$ cat src/rtl/div_pkg.sv
`default_nettype none
// ============================================================================
// Module      : div_pkg
// Description : Shared definitions for the iterative signed divider: default
//               operand width, FSM state encoding and counter sizing helper.
// Revision    : 1.0 - initial release
// ============================================================================
package div_pkg;

    // Default operand / result width (iteration count equals this width)
    localparam int DIV_WIDTH = 32;

    // FSM state encoding
    localparam logic [1:0] S_IDLE   = 2'd0;
    localparam logic [1:0] S_RUN    = 2'd1;
    localparam logic [1:0] S_FINISH = 2'd2;

    typedef enum logic [1:0] {
        ST_IDLE   = S_IDLE,
        ST_RUN    = S_RUN,
        ST_FINISH = S_FINISH
    } state_t;

    // Iteration counter must hold the value WIDTH itself, hence the extra bit
    function automatic int div_cnt_width(input int width);
        return $clog2(width) + 1;
    endfunction

endpackage
`default_nettype wire

$ cat src/rtl/div_if.sv
`default_nettype none
// ============================================================================
// Module      : div_if
// Description : Handshake and operand/result bundle between the control unit
//               (master) and the divider (slave).
// Revision    : 1.0 - initial release
// ============================================================================
interface div_if
    import div_pkg::*;
#(
    parameter int WIDTH = DIV_WIDTH
);

    logic             start;
    logic [WIDTH-1:0] Dividendo;
    logic [WIDTH-1:0] Divisor;
    logic [WIDTH-1:0] hi;
    logic [WIDTH-1:0] lo;
    logic             busy;
    logic             done;
    logic             div_zero;

    modport master (
        output start, Dividendo, Divisor,
        input  hi, lo, busy, done, div_zero
    );

    modport slave (
        input  start, Dividendo, Divisor,
        output hi, lo, busy, done, div_zero
    );

endinterface
`default_nettype wire

$ cat src/rtl/div_step.sv
`default_nettype none
// ============================================================================
// Module      : div_step
// Description : One restoring-division iteration on unsigned magnitudes:
//               shift {R,Q} left, trial-subtract D, keep or restore R and
//               shift the resulting quotient bit into Q[0].
// Revision    : 1.0 - initial release
// ============================================================================
module div_step
    import div_pkg::*;
#(
    parameter int WIDTH = DIV_WIDTH
)
(
    input  wire  [WIDTH-1:0] i_r,
    input  wire  [WIDTH-1:0] i_q,
    input  wire  [WIDTH-1:0] i_d,
    output logic [WIDTH-1:0] o_r,
    output logic [WIDTH-1:0] o_q
);

    // Shifted remainder is kept WIDTH+1 wide so the trial subtract sign bit
    // is exact even when the divisor magnitude is 2^(WIDTH-1).
    logic [WIDTH:0]   w_r_sh;
    logic [WIDTH-1:0] w_q_sh;
    logic [WIDTH:0]   w_diff;

    // Shift, trial subtract, then restore when the difference went negative
    always_comb begin
        w_r_sh = {i_r, i_q[WIDTH-1]};
        w_q_sh = {i_q[WIDTH-2:0], 1'b0};
        w_diff = w_r_sh - {1'b0, i_d};
        o_r    = w_r_sh[WIDTH-1:0];
        o_q    = w_q_sh;
        if (!w_diff[WIDTH]) begin
            o_r    = w_diff[WIDTH-1:0];
            o_q[0] = 1'b1;
        end
    end

endmodule
`default_nettype wire

$ cat src/rtl/div.sv
`default_nettype none
// ============================================================================
// Module      : div
// Description : Iterative signed divider for the MIPS div instruction.
//               Quotient on lo, remainder on hi, one restoring step per
//               clock with a start/busy/done handshake. Truncating division:
//               quotient rounds toward zero, remainder follows dividend sign.
// Revision    : 1.0 - initial release
// ============================================================================
module div
    import div_pkg::*;
#(
    parameter int WIDTH = DIV_WIDTH
)
(
    input wire   clk,
    input wire   reset,
    div_if.slave bus
);

    localparam int c_cnt_w = div_cnt_width(WIDTH);

    state_t             r_state;
    state_t             w_state_next;

    logic [WIDTH-1:0]   r_rem;
    logic [WIDTH-1:0]   r_quo;
    logic [WIDTH-1:0]   r_dvs;
    logic [WIDTH-1:0]   r_hi;
    logic [WIDTH-1:0]   r_lo;
    logic               r_q_neg;
    logic               r_r_neg;
    logic               r_busy;
    logic               r_done;
    logic               r_div_zero;
    logic [c_cnt_w-1:0] r_count;

    logic [WIDTH-1:0]   w_rem_next;
    logic [WIDTH-1:0]   w_quo_next;
    logic [WIDTH-1:0]   w_abs_a;
    logic [WIDTH-1:0]   w_abs_b;
    logic               w_zero;

    // Magnitudes in WIDTH bits: the most negative value maps to 2^(WIDTH-1)
    assign w_abs_a = bus.Dividendo[WIDTH-1] ? -bus.Dividendo : bus.Dividendo;
    assign w_abs_b = bus.Divisor[WIDTH-1]   ? -bus.Divisor   : bus.Divisor;
    assign w_zero  = (bus.Divisor == '0);

    div_step #(
        .WIDTH (WIDTH)
    ) u_step (
        .i_r (r_rem),
        .i_q (r_quo),
        .i_d (r_dvs),
        .o_r (w_rem_next),
        .o_q (w_quo_next)
    );

    // State register
    always_ff @(posedge clk) begin
        if (!reset) begin
            r_state <= ST_IDLE;
        end else begin
            r_state <= w_state_next;
        end
    end

    // Next-state logic; a zero divisor skips the iteration phase entirely
    always_comb begin
        w_state_next = r_state;
        case (r_state)
            ST_IDLE: begin
                if (bus.start) begin
                    w_state_next = w_zero ? ST_FINISH : ST_RUN;
                end
            end
            ST_RUN: begin
                if (r_count == c_cnt_w'(1)) begin
                    w_state_next = ST_FINISH;
                end
            end
            ST_FINISH: begin
                w_state_next = ST_IDLE;
            end
            default: begin
                w_state_next = ST_IDLE;
            end
        endcase
    end

    // Datapath: operand capture, iteration, sign fix-up and result registers
    always_ff @(posedge clk) begin
        if (!reset) begin
            r_rem      <= '0;
            r_quo      <= '0;
            r_dvs      <= '0;
            r_hi       <= '0;
            r_lo       <= '0;
            r_q_neg    <= 1'b0;
            r_r_neg    <= 1'b0;
            r_busy     <= 1'b0;
            r_done     <= 1'b0;
            r_div_zero <= 1'b0;
            r_count    <= '0;
        end else begin
            case (r_state)
                ST_IDLE: begin
                    r_done <= 1'b0;
                    if (bus.start) begin
                        r_quo      <= w_abs_a;
                        r_dvs      <= w_abs_b;
                        r_rem      <= '0;
                        r_q_neg    <= bus.Dividendo[WIDTH-1] ^ bus.Divisor[WIDTH-1];
                        r_r_neg    <= bus.Dividendo[WIDTH-1];
                        r_count    <= c_cnt_w'(WIDTH);
                        r_busy     <= 1'b1;
                        r_div_zero <= w_zero;
                    end
                end
                ST_RUN: begin
                    r_rem   <= w_rem_next;
                    r_quo   <= w_quo_next;
                    r_count <= r_count - c_cnt_w'(1);
                end
                ST_FINISH: begin
                    // A divide-by-zero leaves the previous result visible
                    if (!r_div_zero) begin
                        r_lo <= r_q_neg ? -r_quo : r_quo;
                        r_hi <= r_r_neg ? -r_rem : r_rem;
                    end
                    r_done <= 1'b1;
                    r_busy <= 1'b0;
                end
                default: begin
                    r_done <= 1'b0;
                end
            endcase
        end
    end

    assign bus.hi       = r_hi;
    assign bus.lo       = r_lo;
    assign bus.busy     = r_busy;
    assign bus.done     = r_done;
    assign bus.div_zero = r_div_zero;

endmodule
`default_nettype wire

$ cat src/flat_wrapper.sv
// flat-port wrapper written by rule: the top's interface ports become plain ports
module div_flat import div_pkg::*;
#(
    parameter int WIDTH = DIV_WIDTH
)
  (clk, reset, bus_start, bus_Dividendo, bus_Divisor, bus_hi, bus_lo, bus_busy, bus_done, bus_div_zero);
  div_if #(.WIDTH(WIDTH)) bus_i ();
  input wire clk;
  input wire reset;
  input wire logic [$bits(bus_i.start)-1:0] bus_start;
  input wire logic [$bits(bus_i.Dividendo)-1:0] bus_Dividendo;
  input wire logic [$bits(bus_i.Divisor)-1:0] bus_Divisor;
  output wire logic [$bits(bus_i.hi)-1:0] bus_hi;
  output wire logic [$bits(bus_i.lo)-1:0] bus_lo;
  output wire logic [$bits(bus_i.busy)-1:0] bus_busy;
  output wire logic [$bits(bus_i.done)-1:0] bus_done;
  output wire logic [$bits(bus_i.div_zero)-1:0] bus_div_zero;
  assign bus_i.start = bus_start;
  assign bus_i.Dividendo = bus_Dividendo;
  assign bus_i.Divisor = bus_Divisor;
  assign bus_hi = bus_i.hi;
  assign bus_lo = bus_i.lo;
  assign bus_busy = bus_i.busy;
  assign bus_done = bus_i.done;
  assign bus_div_zero = bus_i.div_zero;
  div #(.WIDTH(WIDTH)) u_core (.clk(clk), .reset(reset), .bus(bus_i));
endmodule
$ cat config.mk
export PLATFORM = sky130hd
export DESIGN_NAME = div_flat
export DESIGN_NICKNAME = d
export VERILOG_FILES = /design/src/rtl/div_pkg.sv /design/src/rtl/div_if.sv /design/src/rtl/div_step.sv /design/src/rtl/div.sv /design/src/flat_wrapper.sv
export SDC_FILE = /design/constraint.sdc
export NUM_CORES = 1
export LEC_CHECK = 0
export ABC_CLOCK_PERIOD_IN_PS = 3150
export CAP_MARGIN = 5
export CORE_MARGIN = 4
export CORE_UTILIZATION = 52
export CTS_CLUSTER_SIZE = 8
export DETAILED_ROUTE_END_ITERATION = 7
export PLACE_DENSITY = 0.85
export SETUP_SLACK_MARGIN = 0.1
export SYNTH_ARGS = -nofsm -noshare
export SYNTH_HDL_FRONTEND = slang
export SYNTH_HIERARCHICAL = 1
export SYNTH_SLANG_ARGS = --single-unit
$ cat constraint.sdc
create_clock -name clk -period 3.15 [get_ports clk]
set_input_delay 0.7875 -clock clk [delete_from_list [all_inputs] [get_ports clk]]
set_output_delay 0.7875 -clock clk [all_outputs]
set_load 0.005 [all_outputs]
* After elaboration in Yosys (flattened, before gate mapping)
Cells that the tools add are included.
Cells by class: equality and inequality tests 5, reductions and logical operators 9, $add $sub $neg 6, bitwise operators 2, mux-type cells 19
Operator list (number):
- $mux 32 | 7
- $neg 32->32 | 4
- $pmux 32 s2 | 2
- $sub 33x32->33 | 1
- $logic_not 32->1 | 1
- $pmux 6 s2 | 1
- $reduce_and 2->1 | 5
- $eq 6x1->1 const B | 1
- $mux 2 | 3
- $mux 6 | 1
- $sub 6x1->6 const B | 1
- $pmux 1 s2 | 2
- $pmux 2 s2 | 1
- $reduce_bool 2->1 | 2
- $eq 2x1->1 const B | 1
- $eq 2x2->1 const B | 1
- $logic_not 2->1 | 1
- $mux 1 | 2
- $ne 2x1->1 const B | 1
- $ne 2x2->1 const B | 1
- $not 1->1 | 1
- $xor 1x1->1 | 1
Word-level totals: input port bits 67, word-level logic and storage cells 53, output and inout port bits 67, register bits 173

* Longest topological paths before layout
depth in word-level cells 4, depth in mapped cells 17, mapped depth without buffers 15

* Cells and area by module
Netlist, hierarchy kept.
By module, submodules not included:
- div | times used 1, cells each 1122, area an instance 9138.8 µm², sequential area each 3463.3 µm²
- div_step | times used 1, cells each 336, area an instance 2591.2 µm², sequential area each 0.0 µm²

* Worst setup path after synthesis
OpenSTA, ideal clock, no wires.
path type flip-flop to flip-flop, start register u_core.r_quo[31], end register u_core.r_rem[10], arrival time 3.232 ns, setup slack -0.214 ns, path buffers 2, cell stages (with the launch flop) 18, clock period less this slack 3.364 ns, library setup time 0.132 ns, required time 3.018 ns, path through dfxtp_1 > inv_1 > ha_1 > fa_1 > and2b_1 > o2111ai_2 > a21oi_2 > o2111ai_1 > a211oi_2 > nor2_4 > mux2i_4 > and2_4 > buf_12 > inv_8 > buf_12 > mux2_4 > nand2_1 > a21oi_1
Between the ends: word-level cells in the longest chain between the ends 3
RTL lines:
- start, declared | line div.sv:27 | logic [WIDTH-1:0] r_quo;
- start signal, assigned | line div.sv:110 | r_quo <= w_abs_a;
- start signal, assigned | line div.sv:122 | r_quo <= w_quo_next;
- $sub 33x32->33 | line div_step.sv:32 | w_diff = w_r_sh - {1'b0, i_d};
- $mux 32 | line div_step.sv:35 | if (!w_diff[WIDTH]) begin
- named net u_core.w_rem_next[10] | line div.sv:38 | logic [WIDTH-1:0] w_rem_next;
- $pmux 32 s2 | line div.sv:106 | case (r_state)
- end signal, assigned | line div.sv:121 | r_rem <= w_rem_next;
- end, declared | line div.sv:26 | logic [WIDTH-1:0] r_rem;
The timed path passes the listed nets, and every way through them passes these cells. A chain may end at the register's enable or synchronous reset.

* Worst setup path after layout
start register u_core.r_dvs[17], end register u_core.r_rem[8]
Between the ends: word-level cells in the longest chain between the ends 3
RTL lines:
- start, declared | line div.sv:28 | logic [WIDTH-1:0] r_dvs;
- start signal, assigned | line div.sv:111 | r_dvs <= w_abs_b;
- $sub 33x32->33 | line div_step.sv:32
- $mux 32 | line div_step.sv:35
- named net u_core.w_rem_next[8] | line div.sv:38
- $pmux 32 s2 | line div.sv:106
The timed path passes the listed nets, and every way through them passes these cells.

==> qor.yml <==
synth:
  syn_inst: 1458
  ys_seq_area_share_pct: 29.5
  syn_avg_cell_area_um2: 8.05
  yosys_warnings: 6
  synthFlopType: "dfxtp_1"
  syn_nets: 1564
  async_reset_ff_share_pct: 0
  ys_seq_elements: 173
  synth_edf_count: 0
  netlist_area_um2: 11700
  ys_types: 88
sta:
  rsz0062_at_grt: "true"
  slew_headroom_pct: 42.2
  setup_viol: 0
  fin_crit_sh_pct: 99.5
  worst_slew_pin_slew_ns: 0.856
  setup-tns-final_ns: 0
  worst_hold_slack_ns: 0.460
  skew_ns: 0.00953
  drv_slew: 0
  hold_viol_final: 0
  timing.final.crit_period_ns: 3.13
  max_freq_mhz: 319
clock_network:
  tritoncts: "yes"
  path_clk_slew_ns: 0.07
  root_buffer: "clkbuf_16"
  htree_levels: 4
  clock_latency_ns: 0.44
  cts-buffers-inserted: 17
  clock_path_buffers: 2
  clock-sinks: 173
critical_path:
  startpoint_type: "flop"
  cp.buffers_inverters: 2
  required_ns: 3.47
  slowest_delay_ns: 0.33
  worstPathCellList: "inv_1 -> ha_1 -> and3_2 -> and3_2 -> a221o_1 -> a21oi_2 -> a211oi_2 -> nor2_4 -> mux2i_4 -> and2_4 -> inv_8 -> mux2_4 -> nand2_1 -> a21oi_1"
  crit_family: "simple AND/OR/NAND/NOR gates"
  end_kind: "flop"
  path_class: "reg -> reg"
  path_common_cell: "and3_2"
  critical_path_arrival_ns: 3.45
  crit_path_max_fanout: 12
  cp_slowest_cell: "dfxtp_2"
global_route:
  grt_max_degree: 66
  grt_pass1_wl_um: 55200
  grt_pass1_vias: 10800
  antenna_found_initial: 0
  grtUsageTotal_pct: 27.0
  overflow: 0
power_and_ir_drop:
  worst_ir_drop_vdd_mv: 1.08
  leakage_nw: 5.56
  power_density_nw_per_um2: 1130
  power.total_w: 0.0161
placed_design:
  hpwl_um: 24800
  io_buffer_count: 133
  place_congestion: 0.955
flow_run:
  drv_cap: 0
die:
  die_h_um: 158
  ios: 134
  die-area_um2: 25000
  core_um2: 22000
  start_util_pct: 53.3
  row_count: 54
  die_w_um: 158
run_status:
  status: "completed"
finish:
  diodes: 0
  drive_gt1_share_pct: 15.4
  fillers: 1780
  syn_to_final_growth_pct: 22.0
  post-route-util_pct: 65.0
  layout_common_cells: "165 x dfxtp_1, 133 x clkdlybuf4s50_1, 130 x a21oi_1, 110 x buf_4, 109 x nand2_1"
  final_common_cell: "dfxtp_1"
  nets: 1694
detailed_routing:
  drt_wl_total_um: 34700
  via_count: 11700
  first_pass_iters: 6
  first_iter_violations: 1087
  drc: 0
  ant_nets: 0
  routedWlPerCell_um: 18.4
  vias_per_cell: 6.22
worst_hold_path:
  min_path_type: "reg -> reg"
==> report_power, final <==
group | internal (W) | switching (W)
logic | 0.00526 | 0.00591
clock network | 0.00106 | 0.00103
registers | 0.00252 | 0.000330
==> state kept, by name, indices dropped and copies added, names as in the netlist <==
register             count
u_core/bus.busy          1
u_core/bus.div_zero      1
u_core/bus.done          1
u_core/bus.hi           32
u_core/bus.lo           32
u_core/r_count           6
u_core/r_dvs            32
u_core/r_q_neg           1
u_core/r_quo            32
u_core/r_r_neg           1
u_core/r_rem            32
u_core/r_state           2
==> worst register-to-register path, stage by stage (launching register included) <==
cell      delay, ns
dfxtp_2        0.33
inv_1          0.05
ha_1           0.28
and3_2         0.22
and3_2         0.24
a221o_1        0.32
a21oi_2        0.16
a211oi_2       0.11
nor2_4         0.15
mux2i_4        0.27
and2_4         0.32
inv_8          0.11
mux2_4         0.31
nand2_1        0.06
a21oi_1        0.07
==> kinds of logic (layout without fill, tap and decap cells) <==
family          after synthesis  in the layout  share of synthesized area (%)
compound gates              451            451                           24.8
simple gates                450            450                           20.3
flops                       173            173                           29.5
mux                          42             42                           4.57
fa+ha+maj                    39             39                           4.22
xor+xnor                    115            115                           8.59
buf+inv                     188            331                           8.01
==> Yosys cell counts (4+ instances only) <==
cell type	n	share of area [%]
nand4_1	9	0.48
mux2_4	19	2.4
nand3_1	61	2.6
xnor2_1	32	2.4
o41ai_1	24	1.8
nor3_1	24	1.0
o21bai_1	4	0.26
nor3b_1	9	0.58
o21a_1	9	0.58
a31oi_1	15	0.80
buf_2	5	0.21
dfxtp_1	173	30
or3b_2	5	0.37
inv_1	50	1.6
ha_1	38	4.1
nor2b_1	8	0.43
o211ai_1	4	0.26
a21oi_1	138	5.9
xor2_1	83	6.2
buf_1	8	0.26
mux2_2	6	0.58
nor2_1	83	2.7
a211oi_1	40	2.6
buf_4	34	2.2
nand3b_1	4	0.26
a22oi_1	17	1.1
buf_6	4	0.38
mux2i_1	16	1.4
o21ai_0	82	3.5
o2111ai_1	4	0.30
nand2b_1	6	0.32
and3_1	30	1.6
a21o_1	18	1.2
or3_1	26	1.4
nand2_1	109	3.5
or4_1	22	1.4
o22ai_1	29	1.5
clkbuf_1	81	2.6
or2_2	8	0.43
nor4_1	23	1.2
o31ai_1	31	2.0
==> stage by stage <==
stage                     std cells  instance area [um^2]  worst slack (ns)
after detailed placement       1844                 13600            -0.125
after global placement         1844                 13600           -0.0802
after global routing           1881                 14300           -0.0876
after CTS                      1880                 14200            0.0553
after floorplan                1458                 11800           0.00384
final                          1881                 14300            0.0170
==> repair_timing <==
item,CTS,global route
buffers inserted,2,1
hold buffers,0,0
pin swaps,3,3
gates cloned,2,0
endpoints found under the setup margin,24,33
gates resized for setup,3,33
==> routing by layer <==
layer	wire, um	up-vias	share of wire [%]	track usage [%]
li1	-	5611	-	-
met1	15300	5463	44	37.9
met2	15500	560	45	42.3
met3	3330	58	9.6	5.25
met4	604	0	1.7	8.00
met5	0	-	0	0
==> worst paths after layout <==
check | startpoint | end | slack (ns) | cells past startpoint
setup / recovery | u_core/r_dvs[17] | u_core/r_rem[8] | 0.02 | 14
hold / removal | u_core/bus.hi[15] | u_core/bus.hi[15] | 0.46 | 2
setup reg to reg | u_core/r_dvs[17] | u_core/r_rem[8] | 0.02 | 14
hold reg to reg | u_core/bus.hi[15] | u_core/bus.hi[15] | 0.46 | 2
==> layout make-up <==
cell class / count / area [um^2] / area share (%)
Tap cell: 280 / 350 / 2.45
Clock inverter: 14 / 148 / 1.03
Inverter: 51 / 206 / 1.44
Timing Repair Buffer: 246 / 2210 / 15.5
Clock buffer: 18 / 429 / 3.00
Multi-Input combinational cell: 1097 / 7470 / 52.2
Sequential cell: 173 / 3470 / 24.3
Timing Repair inverter: 2 / 22.5 / 0.157
Power figures use the tool's default switching activity.
